`config.mk`:
```
export PLATFORM = sky130hd
export DESIGN_NAME = rc4_key_scheduler_flat
export DESIGN_NICKNAME = d
export VERILOG_FILES = /design/src/rtl/rc4_key_scheduler_if.sv /design/src/rtl/rc4_key_scheduler.sv /design/src/flat_wrapper.sv
export SDC_FILE = /design/constraint.sdc
export NUM_CORES = 1
export LEC_CHECK = 0
export BUFFER_PORTS_ARGS = -buffer_cell sky130_fd_sc_hd__buf_2
export CAP_MARGIN = 20
export CORE_ASPECT_RATIO = 0.75
export CORE_UTILIZATION = 25
export CTS_BUF_LIST = sky130_fd_sc_hd__clkbuf_8
export DETAILED_ROUTE_END_ITERATION = 7
export PLACE_DENSITY = 0.51
export RECOVER_POWER = 25
export SYNTH_ARGS = -nofsm -noshare
export SYNTH_HDL_FRONTEND = slang
export SYNTH_SLANG_ARGS = --single-unit
```
`constraint.sdc`:
```
create_clock -name clk -period 4.95 [get_ports clk]
set_input_delay 0.495 -clock clk [delete_from_list [all_inputs] [get_ports clk]]
set_output_delay 0.495 -clock clk [all_outputs]
set_load 0.02 [all_outputs]
```
`src/rtl/rc4_key_scheduler_if.sv`:
```
// S-RAM writer bus for the RC4 key scheduler.
//   start       run request (edge detected inside the scheduler)
//   secret_key  key bytes, byte 0 in the most significant position
//   sOut        S-RAM read data, valid one cycle after the address
//   sIn/sAddr/sWren  S-RAM write data, address and write enable
//   busy        high while a fill/permute run is in progress
//   finished    one-cycle pulse when the run completes
//   dbg_state   current scheduler FSM state, for checkers
// Handshake: start is a level request whose rising edge launches exactly one
// run while the scheduler is idle; the scheduler owns the S-RAM port until
// finished pulses and ignores further start edges while busy.
// The scheduler uses the slave modport; the driver/RAM side uses master.
interface rc4_key_scheduler_if #(
    parameter int RAM_WIDTH  = 8,
    parameter int RAM_LENGTH = 8,
    parameter int KEY_BYTES  = 3
);
    logic                   start;
    logic [8*KEY_BYTES-1:0] secret_key;
    logic [RAM_WIDTH-1:0]   sOut;
    logic [RAM_WIDTH-1:0]   sIn;
    logic [RAM_LENGTH-1:0]  sAddr;
    logic                   sWren;
    logic                   busy;
    logic                   finished;
    logic [2:0]             dbg_state;

    modport master (
        output start, secret_key, sOut,
        input  sIn, sAddr, sWren, busy, finished, dbg_state
    );

    modport slave (
        input  start, secret_key, sOut,
        output sIn, sAddr, sWren, busy, finished, dbg_state
    );
endinterface

```
`src/rtl/rc4_key_scheduler.sv`:
```
// RC4 key scheduler: writer side of the shared S-array RAM.
// Fills S[k]=k, then runs the RC4 key-scheduling permutation with the key
// latched at the start edge, then pulses finished for one cycle.
// Ports:
//   clk    rising-edge clock
//   reset  synchronous, active-high
//   bus    rc4_key_scheduler_if.slave (start, secret_key, sOut in;
//          sIn, sAddr, sWren, busy, finished, dbg_state out)
// Timing: start-edge cycle T0, fill T1..T256, five cycles per permutation
// step T257..T1536, finished at T1537, idle again at T1538.
module rc4_key_scheduler #(
    parameter int RAM_WIDTH  = 8,
    parameter int RAM_LENGTH = 8,
    parameter int KEY_BYTES  = 3
) (
    input logic                clk,
    input logic                reset,
    rc4_key_scheduler_if.slave bus
);
    localparam int KIW = (KEY_BYTES > 1) ? $clog2(KEY_BYTES) : 1;
    localparam logic [KIW-1:0] KEY_LAST = KIW'(KEY_BYTES - 1);

    typedef enum logic [2:0] {
        IDLE   = 3'd0,
        INIT   = 3'd1,
        RD_SI  = 3'd2,
        CALC_J = 3'd3,
        RD_SJ  = 3'd4,
        WR_SI  = 3'd5,
        WR_SJ  = 3'd6,
        DONE   = 3'd7
    } state_t;

    state_t                 state;
    logic [RAM_LENGTH-1:0]  i, j;
    logic [RAM_WIDTH-1:0]   si, sj;
    logic [KIW-1:0]         key_idx;
    logic [8*KEY_BYTES-1:0] key_reg;
    logic                   start_q;
    logic [RAM_LENGTH-1:0]  addr_q;
    logic [RAM_WIDTH-1:0]   din_q;
    logic                   wren_q, busy_q, fin_q;
    logic [7:0]             key_byte;
    logic [RAM_LENGTH-1:0]  j_next;
    logic                   start_edge;

    assign start_edge = bus.start & ~start_q;

    // Byte 0 of the key sits in the most significant byte position.
    always_comb begin
        key_byte = 8'h00;
        for (int k = 0; k < KEY_BYTES; k++) begin
            if (key_idx == KIW'(k)) begin
                key_byte = key_reg[8*(KEY_BYTES-1-k) +: 8];
            end
        end
    end

    assign j_next = j + RAM_LENGTH'(bus.sOut) + RAM_LENGTH'(key_byte);

    // S[i] arrives in CALC_J and S[j] must be read in that same cycle to keep
    // the five-cycle step, so the address bypasses the register in CALC_J.
    assign bus.sAddr     = (state == CALC_J) ? j_next : addr_q;
    assign bus.sIn       = din_q;
    assign bus.sWren     = wren_q;
    assign bus.busy      = busy_q;
    assign bus.finished  = fin_q;
    assign bus.dbg_state = state;

    // Output registers are loaded with the values belonging to the state
    // being entered, so they are valid throughout that state's cycle.
    always_ff @(posedge clk) begin
        // Tracks start even during reset: a start held through reset is not an edge.
        start_q <= bus.start;
        if (reset) begin
            state   <= IDLE;
            i       <= '0;
            j       <= '0;
            si      <= '0;
            sj      <= '0;
            key_idx <= '0;
            key_reg <= '0;
            addr_q  <= '0;
            din_q   <= '0;
            wren_q  <= 1'b0;
            busy_q  <= 1'b0;
            fin_q   <= 1'b0;
        end else begin
            case (state)
                IDLE: begin
                    fin_q <= 1'b0;
                    if (start_edge) begin
                        state   <= INIT;
                        i       <= '0;
                        key_reg <= bus.secret_key;
                        addr_q  <= '0;
                        din_q   <= '0;
                        wren_q  <= 1'b1;
                        busy_q  <= 1'b1;
                    end
                end
                INIT: begin
                    if (&i) begin
                        state   <= RD_SI;
                        i       <= '0;
                        j       <= '0;
                        key_idx <= '0;
                        addr_q  <= '0;
                        din_q   <= '0;
                        wren_q  <= 1'b0;
                    end else begin
                        i      <= i + RAM_LENGTH'(1);
                        addr_q <= i + RAM_LENGTH'(1);
                        din_q  <= RAM_WIDTH'(i + RAM_LENGTH'(1));
                        wren_q <= 1'b1;
                    end
                end
                RD_SI: begin
                    state  <= CALC_J;
                    din_q  <= '0;
                    wren_q <= 1'b0;
                end
                CALC_J: begin
                    state  <= RD_SJ;
                    si     <= bus.sOut;
                    j      <= j_next;
                    addr_q <= j_next;
                end
                RD_SJ: begin
                    state  <= WR_SI;
                    sj     <= bus.sOut;
                    addr_q <= i;
                    din_q  <= bus.sOut;
                    wren_q <= 1'b1;
                end
                WR_SI: begin
                    state  <= WR_SJ;
                    addr_q <= j;
                    din_q  <= si;
                    wren_q <= 1'b1;
                end
                WR_SJ: begin
                    key_idx <= (key_idx == KEY_LAST) ? '0 : key_idx + KIW'(1);
                    din_q   <= '0;
                    wren_q  <= 1'b0;
                    if (&i) begin
                        state  <= DONE;
                        addr_q <= '0;
                        busy_q <= 1'b0;
                        fin_q  <= 1'b1;
                    end else begin
                        state  <= RD_SI;
                        i      <= i + RAM_LENGTH'(1);
                        addr_q <= i + RAM_LENGTH'(1);
                    end
                end
                DONE: begin
                    state  <= IDLE;
                    fin_q  <= 1'b0;
                    busy_q <= 1'b0;
                    wren_q <= 1'b0;
                    addr_q <= '0;
                    din_q  <= '0;
                end
                default: state <= IDLE;
            endcase
        end
    end
endmodule
```
`src/flat_wrapper.sv`:
```
// flat-port wrapper written by rule: the top's interface ports become plain ports
module rc4_key_scheduler_flat 
#(
    parameter int RAM_WIDTH  = 8,
    parameter int RAM_LENGTH = 8,
    parameter int KEY_BYTES  = 3
)
  (clk, reset, bus_start, bus_secret_key, bus_sOut, bus_sIn, bus_sAddr, bus_sWren, bus_busy, bus_finished, bus_dbg_state);
  rc4_key_scheduler_if #(.RAM_WIDTH(RAM_WIDTH), .RAM_LENGTH(RAM_LENGTH), .KEY_BYTES(KEY_BYTES)) bus_i ();
  input logic clk;
  input logic reset;
  input wire logic [$bits(bus_i.start)-1:0] bus_start;
  input wire logic [$bits(bus_i.secret_key)-1:0] bus_secret_key;
  input wire logic [$bits(bus_i.sOut)-1:0] bus_sOut;
  output wire logic [$bits(bus_i.sIn)-1:0] bus_sIn;
  output wire logic [$bits(bus_i.sAddr)-1:0] bus_sAddr;
  output wire logic [$bits(bus_i.sWren)-1:0] bus_sWren;
  output wire logic [$bits(bus_i.busy)-1:0] bus_busy;
  output wire logic [$bits(bus_i.finished)-1:0] bus_finished;
  output wire logic [$bits(bus_i.dbg_state)-1:0] bus_dbg_state;
  assign bus_i.start = bus_start;
  assign bus_i.secret_key = bus_secret_key;
  assign bus_i.sOut = bus_sOut;
  assign bus_sIn = bus_i.sIn;
  assign bus_sAddr = bus_i.sAddr;
  assign bus_sWren = bus_i.sWren;
  assign bus_busy = bus_i.busy;
  assign bus_finished = bus_i.finished;
  assign bus_dbg_state = bus_i.dbg_state;
  rc4_key_scheduler #(.RAM_WIDTH(RAM_WIDTH), .RAM_LENGTH(RAM_LENGTH), .KEY_BYTES(KEY_BYTES)) u_core (.clk(clk), .reset(reset), .bus(bus_i));
endmodule
```
Yosys cells after proc, flatten, opt, wreduce, memory -nomap -nowiden
Index checks and enable logic that the tools add are counted.
{"block": "word_totals", "reg_bits": 73, "in_bits": 35, "out_inout_bits": 22, "word_cells": 82}
{"block": "op_classes", "n_addsub": 4, "n_eq_ne": 13, "n_mux": 26, "bitwise_logic": 2, "n_reduce_logical": 25}
{"operator": "2-to-1 mux 8 bit", "count": 8}
{"operator": "case mux 8 bit (6 select lines)", "count": 1}
{"operator": "case mux 8 bit (5 select lines)", "count": 1}
{"operator": "case mux 3 bit (8 select lines)", "count": 1}
{"operator": "case mux 8 bit (3 select lines)", "count": 1}
{"operator": "adder 8 bit", "count": 2}
{"operator": "case mux 8 bit (2 select lines)", "count": 1}
{"operator": "AND reduction 2 bit", "count": 8}
{"operator": "== test 3 bit, second input constant", "count": 4}
{"operator": "2-to-1 mux 3 bit", "count": 3}
{"operator": "adder 8 x 1 -> 8 bit, second input constant", "count": 1}
{"operator": "AND reduction 8 bit", "count": 1}
{"operator": "== test 3 x 2 -> 1 bit, second input constant", "count": 2}
{"operator": "!= test 2 x 1 -> 1 bit, second input constant", "count": 3}
{"operator": "AND reduction 3 bit", "count": 2}
{"operator": "nonzero test 2 bit", "count": 3}
{"operator": "nonzero test 3 bit", "count": 2}
{"operator": "nonzero test 6 bit", "count": 1}
{"operator": "OR reduction 2 bit", "count": 3}
{"operator": "nonzero test 5 bit", "count": 1}
{"operator": "2-to-1 mux 1 bit", "count": 4}
{"operator": "2-to-1 mux 2 bit", "count": 2}
{"operator": "case mux 1 bit (4 select lines)", "count": 1}
{"operator": "case mux 2 bit (2 select lines)", "count": 1}
{"operator": "13 further kinds", "count": 13}

Logic depth before layout (Yosys ltp)
Gate-level depths: netlist of run 1.
{"block": "logic_depth", "ltp_word": 6, "mapped_depth": 13, "depth_no_buf": 12}

Least setup slack after synthesis of run 1
OpenSTA, ideal clock, no wires.
{"block": "synth_path", "kind": "reg-to-output", "from": "reg u_core.key_idx[0]", "to": "out bus_sAddr[7]", "arrival_time_ns": 3.094, "t_required_ns": 4.455, "setup_slack_ns": 1.361, "stages_incl_launch_ff": 14, "n_path_buf": 2, "path_cell_list": "dfxtp_1 clkbuf_1 clkbuf_1 o22a_1 fa_1 inv_1 ha_1 inv_1 fa_1 nor2b_1 o31a_1 o22ai_1 xnor2_1 o21ai_0"}
{"block": "synth_via", "elab_chain_len": 6, "word_cells_on_any_way": 8, "cone_classes": "add/sub (1); eq/ne (2); mux (4); reduce/logical (1)"}
{"item": "from (decl)", "line": "rc4_key_scheduler.sv:37", "source": "logic [KIW-1:0] key_idx;"}
{"item": "from (signal assigned)", "line": "rc4_key_scheduler.sv:143", "source": "key_idx <= (key_idx == KEY_LAST) ? '0 : key_idx + KIW'(1);"}
{"item": "zero test 2 bit", "line": "rc4_key_scheduler.sv:53", "source": "if (key_idx == KIW'(k)) begin"}
{"item": "2-to-1 mux 8 bit (2 in series)", "line": "rc4_key_scheduler.sv:53"}
{"item": "2-to-1 mux 8 bit (*)", "line": "rc4_key_scheduler.sv:53"}
{"item": "adder 8 bit (*)", "line": "rc4_key_scheduler.sv:59", "source": "assign j_next = j + RAM_LENGTH'(bus.sOut) + RAM_LENGTH'(key_byte);"}
{"item": "2-to-1 mux 8 bit (*)", "line": "rc4_key_scheduler.sv:63", "source": "assign bus.sAddr = (state == CALC_J) ? j_next : addr_q;"}
{"item": "to (decl)", "line": "flat_wrapper.sv:16", "source": "output wire logic [$bits(bus_i.sAddr)-1:0] bus_sAddr;"}
Every way passes the cells marked *; elsewhere a longest branch is shown, timed or not.

Worst setup path in the final report of run 1
{"block": "layout_path", "from": "reg u_core.key_idx[1]", "to": "out bus_sAddr[7]"}
Same word-level chain as after synthesis.

==> results of run 1 <==
layout by cell type (no fill, tap or decap), types with 9 or more instances in the layout:
cell / instances
clkbuf_8: 11
dfxtp_1: 73
xnor2_1: 9
nor2_1: 29
nand2_1: 122
clkbuf_1: 15
buf_2: 42
a21oi_1: 60
o21ai_0: 23
inv_1: 33
area by class of cell:
cell class	instances	area, um^2
fill	1692	10800
clock inverter	4	43.8
inverter	32	120
multi-input combinational	368	2180
timing repair buffer	62	308
sequential	73	1460
tap	205	256
clock buffer	11	151
metal layers:
| metal | GRT usage [%] | vias up | wire [um] |
|---|---|---|---|
| li1 | - | 1809 | - |
| met1 | 20.8 | 1685 | 5730 |
| met2 | 20.4 | 116 | 4470 |
| met3 | 3.58 | 9 | 863 |
| met4 | 3.57 | 0 | 92 |
| met5 | 0 | - | 0 |
critical path: cells and delay by family, from the launching register on:
family / cells / cell delay (ps)
muxes: 1 / 270
buffers and inverters: 3 / 360
DFF: 1 / 820
and+or+nand+nor: 1 / 190
AOI/OAI and AO/OA: 4 / 730
xor gates and xnor gates: 1 / 180
adders and majority gates: 3 / 980
worst max-delay path by stage:
stage,from,endpoint,cells after the start
finish,u_core.key_idx[1],bus_sAddr[7],13
global route,u_core.key_idx[1],bus_sAddr[7],13
CTS,u_core.key_idx[1],bus_sAddr[7],13
detailed placement,u_core.key_idx[1],bus_sAddr[7],13
global placement,u_core.key_idx[1],bus_sAddr[7],13
floorplan,u_core.key_idx[0],bus_sAddr[7],13
stage by stage:
step / cell area, um^2 / worst slack, ps / hold slack, ps / total power (uW) / std cells
CTS: 4550 / 501 / 251 / 1520 / 754
finish: 4520 / 582 / 288 / 1510 / 755
global placement: 4350 / 1080 / 440 / 1040 / 739
floorplan: 3910 / 1360 / 433 / 929 / 504
global route: 4520 / 282 / 270 / 1590 / 755
detailed placement: 4350 / 896 / 447 / 1050 / 739
power breakdown:
part / internal [uW] / switching, uW / total (uW) / leakage (uW)
logic: 127 / 238 / 365 / 0.000989
clock network: 254 / 222 / 476 / 0.000106
registers: 626 / 40.8 / 667 / 0.000592
total: 1010 / 501 / 1510 / 0.00169
logic make-up (layout without fill, tap and decap cells):
group	after synthesis	count (layout)	synth area share, %
simple gates	195	195	22.2
compound gates	135	135	22.0
flops	73	73	37.4
buf+inv	63	109	6.43
fa+ha+maj	15	15	6.34
mux	12	12	3.20
xor+xnor	11	11	2.46
==> summary.txt, run 1 <==
STA
  • Setup TNS Final: 0 ps
  • RSZ-0062 raised after global routing: no
  • Final number of max-transition violations: 0
  • Max Freq: 229 MHz
  • Worst Max-Slew Pin Slew: 1370 ps
  • Hold Vio Cnt, Final: 0
  • Worst Skew: 11.3 ps
  • Minimum clock period: 4370 ps
  • Slew margin rel.: 7.97%
  • Finish-stage setup viols: 0
  • Part of the cycle the worst path needs: 88.2%

Yosys
  • Post-Syn Area: 0.00391 mm^2
  • Post-synth EDFFs: 0
  • Asr flop ratio synth: 0%
  • Distinct cells, synth: 52
  • Post-synth top area cell: dfxtp_1
  • Synth Flop Type: dfxtp_1
  • Post-synthesis sequential area ratio: 37.4%
  • Yosys reg bits: 73
  • Syn Area/Cell: 7.76 um^2
  • Syn Inst Count: 504
  • Synth cell count leaders: nand2_1 (122), dfxtp_1 (73), a21oi_1 (60), inv_1 (32), nor2_1 (29)
  • Synth area leaders: dfxtp_1 (37%), nand2_1 (12%), a21oi_1 (7.7%)
  • Synthesis Warnings: 0
  • Cell with the most instances after synthesis: nand2_1
  • Yosys top cell area share: 37.4%
  • Net count after synthesis: 554

Clocking
  • H-tree depth: 3
  • Clk root buf: clkbuf_8
  • Hold-fix buffers, CTS: 0
  • Worst skew pair latency: 350 ps
  • Clock buffer depth: 2
  • CTS tree: yes
  • Worst-path clk slew: 70 ps
  • Cts repair resizes: 0
  • # Post-CTS Setup Buffers: 0
  • CTS Buf Count: 9
  • Sink Count: 73

GRT
  • First-pass GRT wire length: 17.5 mm
  • Gr usage total: 14.2%
  • Grt ovf: 0
  • Antenna violations before repair: 0
  • Largest net degree at the start of global routing: 74
  • Vias in the first global route: 3294

Cells and area
  • ANT cells: 0
  • Fin util: 29.6%
  • Max FFs per register: 24
  • Ratio of cells with drive above 1 in the final layout: 13.3%
  • Nets: 596
  • Layout area overhead: 15.6%

Min path
  • Worst hold path type: in2reg
  • HP Start: bus_start
  • Hold EP: u_core.start_q
  • WHS Path Cells: 1

Worst setup path
  • R2R depth: 12
  • Crit-path slowest cell: dfxtp_1
  • Crit-path cells: mux2i_1, o22a_1, fa_1, inv_1, ha_1, inv_1, fa_1, nor2b_1, o31a_1, o22ai_1, xnor2_1, o21ai_0, buf_2
  • CP endpoint kind: output pin
  • FF-to-FF Start: u_core.key_idx[1]
  • Critical path class: reg2out
  • R2r endpoint: u_core.j[7]
  • WP data required: 4450 ps
  • Crit path DAT: 3870 ps
  • Worst setup SP type: register
  • Worst R2R Setup Slack: 1580 ps
  • Slowest stage delay, CP: 820 ps
  • Worst Path Max Fanout: 19

Drt
  • Drt drc: 0
  • Total number of vias: 3619
  • TritonRoute pass-1 iters: 5
  • Detailed Route WL: 11.2 mm
  • Post-DR vias/cell: 4.79
  • Routed WL per cell: 14.8 um
  • Antenna Nets Post-Route: 0
  • DR iter-0 viols: 251

Floorplan
  • Core box area: 0.0153 mm^2
  • Die area: 0.0161 mm^2
  • Die X: 146 um
  • Io pins: 57
  • Vert. Die Dim: 110 um
  • Initial core utilization: 25.6%
  • Site Rows: 39

Power
  • Pwr dens: 334 mW/mm^2
  • Worst vdd ir: 124 uV
  • Lkg Pwr: 0.00169 uW

Status
  • Status: finished clean

Placement
  • Routability congestion estimate: 0.826
  • Port bufs: 56
  • Dpl hpwl: 8.41 mm

Run
  • Max Cap Violations: 0
(Power assumes the default switching activity.)
==> inputs of run 2 (changes only) <==
--- a/config.mk
+++ b/config.mk
@@ -12,7 +12,7 @@
 export CTS_BUF_LIST = sky130_fd_sc_hd__clkbuf_8
 export DETAILED_ROUTE_END_ITERATION = 7
 export PLACE_DENSITY = 0.51
-export RECOVER_POWER = 25
+export RECOVER_POWER = 100
 export SYNTH_ARGS = -nofsm -noshare
 export SYNTH_HDL_FRONTEND = slang
 export SYNTH_SLANG_ARGS = --single-unit
==> summary.txt, run 2 (synthesis gave the netlist of run 1 again) <==
STA
  • Slew margin rel.: 17.6% (+9.7 points)
  • Part of the cycle the worst path needs: 88.8% (+0.56 points)
  • RSZ-0062 raised after global routing: no
  • Minimum clock period: 4400 ps (+27.9 ps)
  • Finish-stage setup viols: 0 (unchanged)
  • Final number of max-transition violations: 0 (unchanged)
  • Worst Max-Slew Pin Slew: 1230 ps (-144 ps)
  • Worst Skew: 11.5 ps (+0.139 ps)
  • Setup TNS Final: 0 ps (unchanged)
  • Hold Vio Cnt, Final: 0 (unchanged)
  • Max Freq: 227 MHz (-0.63%)

GRT
  • Vias in the first global route: 3294 (unchanged)
  • Grt ovf: 0 (unchanged)
  • Gr usage total: 14.2% (unchanged)
  • Antenna violations before repair: 0 (unchanged)
  • Largest net degree at the start of global routing: 74 (unchanged)
  • First-pass GRT wire length: 17.5 mm (unchanged)

Drt
  • Drt drc: 0 (unchanged)
  • Post-DR vias/cell: 4.80 (about the same)
  • Top Metal Used: met4
  • Wire length on met1: 5.74 mm (+0.17%)
  • Detailed Route WL: 11.1 mm (-0.46%)
  • WL met2: 4.45 mm (-0.51%)
  • Routed WL per cell: 14.7 um (-0.46%)
  • Total number of vias: 3621 (+0.055%)
  • Metal3 WL: 852 um (-1.3%)
  • DR iter-0 viols: 249 (-0.80%)
  • TritonRoute pass-1 iters: 6 (+1)
  • Antenna Nets Post-Route: 0 (unchanged)

Worst setup path
  • WP data required: 4450 ps (about the same)
  • Worst Path Buf+Inv: 3 (unchanged)
  • Crit-path slowest cell: dfxtp_1
  • Critical path depth in cells: 13 (unchanged)
  • Crit path DAT: 3900 ps (+30 ps)
  • Worst setup SP type: register
  • Critical path class: reg2out
  • Slowest stage delay, CP: 820 ps (about the same)
  • R2R depth: 6 (-6)
  • Delay-heaviest family, CP: adder cells
  • Crit-path cells: mux2i_1, o22a_1, fa_1, inv_1, ha_1, inv_1, fa_1, nor2b_1, o31a_1, o22ai_1, xnor2_1, o21ai_0, clkbuf_1
  • CP endpoint kind: output pin
  • Worst Path Max Fanout: 19 (unchanged)

Clocking
  • Sink Count: 73 (unchanged)
  • Clock buffer depth: 2 (unchanged)
  • CTS Buf Count: 9 (unchanged)
  • # Post-CTS Setup Buffers: 0 (unchanged)
  • Worst-path clk slew: 70 ps (about the same)
  • Hold-fix buffers, CTS: 0 (unchanged)
  • CTS tree: yes
  • Worst skew pair latency: 350 ps (about the same)
  • H-tree depth: 3 (unchanged)
  • Clk root buf: clkbuf_8
  • Cts repair resizes: 0 (unchanged)

Floorplan
  • Site Rows: 39 (unchanged)
  • Die area: 0.0161 mm^2 (unchanged)
  • Io pins: 57 (unchanged)
  • Core box area: 0.0153 mm^2 (unchanged)
  • Vert. Die Dim: 110 um (unchanged)
  • Initial core utilization: 25.6% (unchanged)
  • Die X: 146 um (unchanged)

Cells and area
  • Fill cell count: 1700 (+0.47%)
  • Nets: 596 (unchanged)
  • Layout area overhead: 14.9%
  • Fin util: 29.4% (-0.19 points)
  • Max FFs per register: 24 (unchanged)
  • Ratio of cells with drive above 1 in the final layout: 11.1% (-2.2 points)
  • Commonest non-fill, non-tap cell in the layout: nand2_1
  • ANT cells: 0 (unchanged)
  • Commonest non-fill, non-tap cells in the layout: nand2_1 (122), dfxtp_1 (73), a21oi_1 (60), buf_2 (34), inv_1 (33)

Power
  • Total power: 1500 uW (-0.56%)
  • Lkg Pwr: 0.00165 uW (-2.4%)
  • Worst vdd ir: 124 uV (about the same)
  • Pwr dens: 334 mW/mm^2 (about the same)

Min path
  • WHS Path Cells: 1 (unchanged)
  • Worst hold path type: in2reg

Run
  • Max Cap Violations: 0 (unchanged)

Placement
  • Dpl hpwl: 8.41 mm (unchanged)
  • Routability congestion estimate: 0.826 (unchanged)
  • Port bufs: 56 (unchanged)

Status
  • Status: finished clean
[run 2: cell count changes in the layout (fill, tap and decap cells not counted), sizes merged]
cell,delta
buf,-9
clkbuf,+9
[run 2: worst reg2reg max path: cells and delay by family (launching register included)]
kind,cells,cell delay (ps)
AO/OA/AOI/OAI,2,390
buffers and inverters,1,810
flip-flops,1,740
AND/OR/NAND/NOR,3,1500
[run 2: path summary, 6_finish.rpt]
path	from	end	slack, ps
worst max-delay path	u_core.key_idx[1]	bus_sAddr[7]	550
worst min register to register	u_core.si[4]	u_core.si[4]	460
worst max register to register	u_core.bus.dbg_state[0]	u_core.i[2]	1430
worst min-delay path	bus_start	u_core.start_q	290
[run 2: area by class of cell]
type	instances	area (um^2)	share of cell area, %
multi-input cells	368	2160	48.2
inverters	32	120	2.67
flip-flops and latches	73	1460	32.5
repair buffers	62	294	6.55
well taps	205	256	5.71
clock inverters	4	43.8	0.975
clock buffers	11	151	3.37
[run 2: metal layers]
| layer | vias up | global-route usage (%) |
|---|---|---|
| met5 | - | 0 |
| met3 | 7 | 3.58 |
| li1 | 1808 | - |
| met2 | 119 | 20.4 |
| met1 | 1687 | 20.8 |
| met4 | 0 | 3.57 |
[run 2: report_power, final]
group | total, uW | switching, uW | leakage [uW] | internal [uW]
Clock | 475 | 221 | 0.000106 | 254
Combinational | 358 | 237 | 0.000948 | 121
Sequential | 666 | 40.2 | 0.000592 | 626
[run 2: stage by stage]
step	cells	area (um^2)	setup WS [ps]	hold slack, ps
2_1_floorplan	504	3910	1360	433
3_3_place_gp	739	4350	1080	440
3_5_place_dp	739	4350	896	447
4_1_cts	754	4550	501	251
5_1_grt	755	4490	254	270
6_report	755	4490	554	288
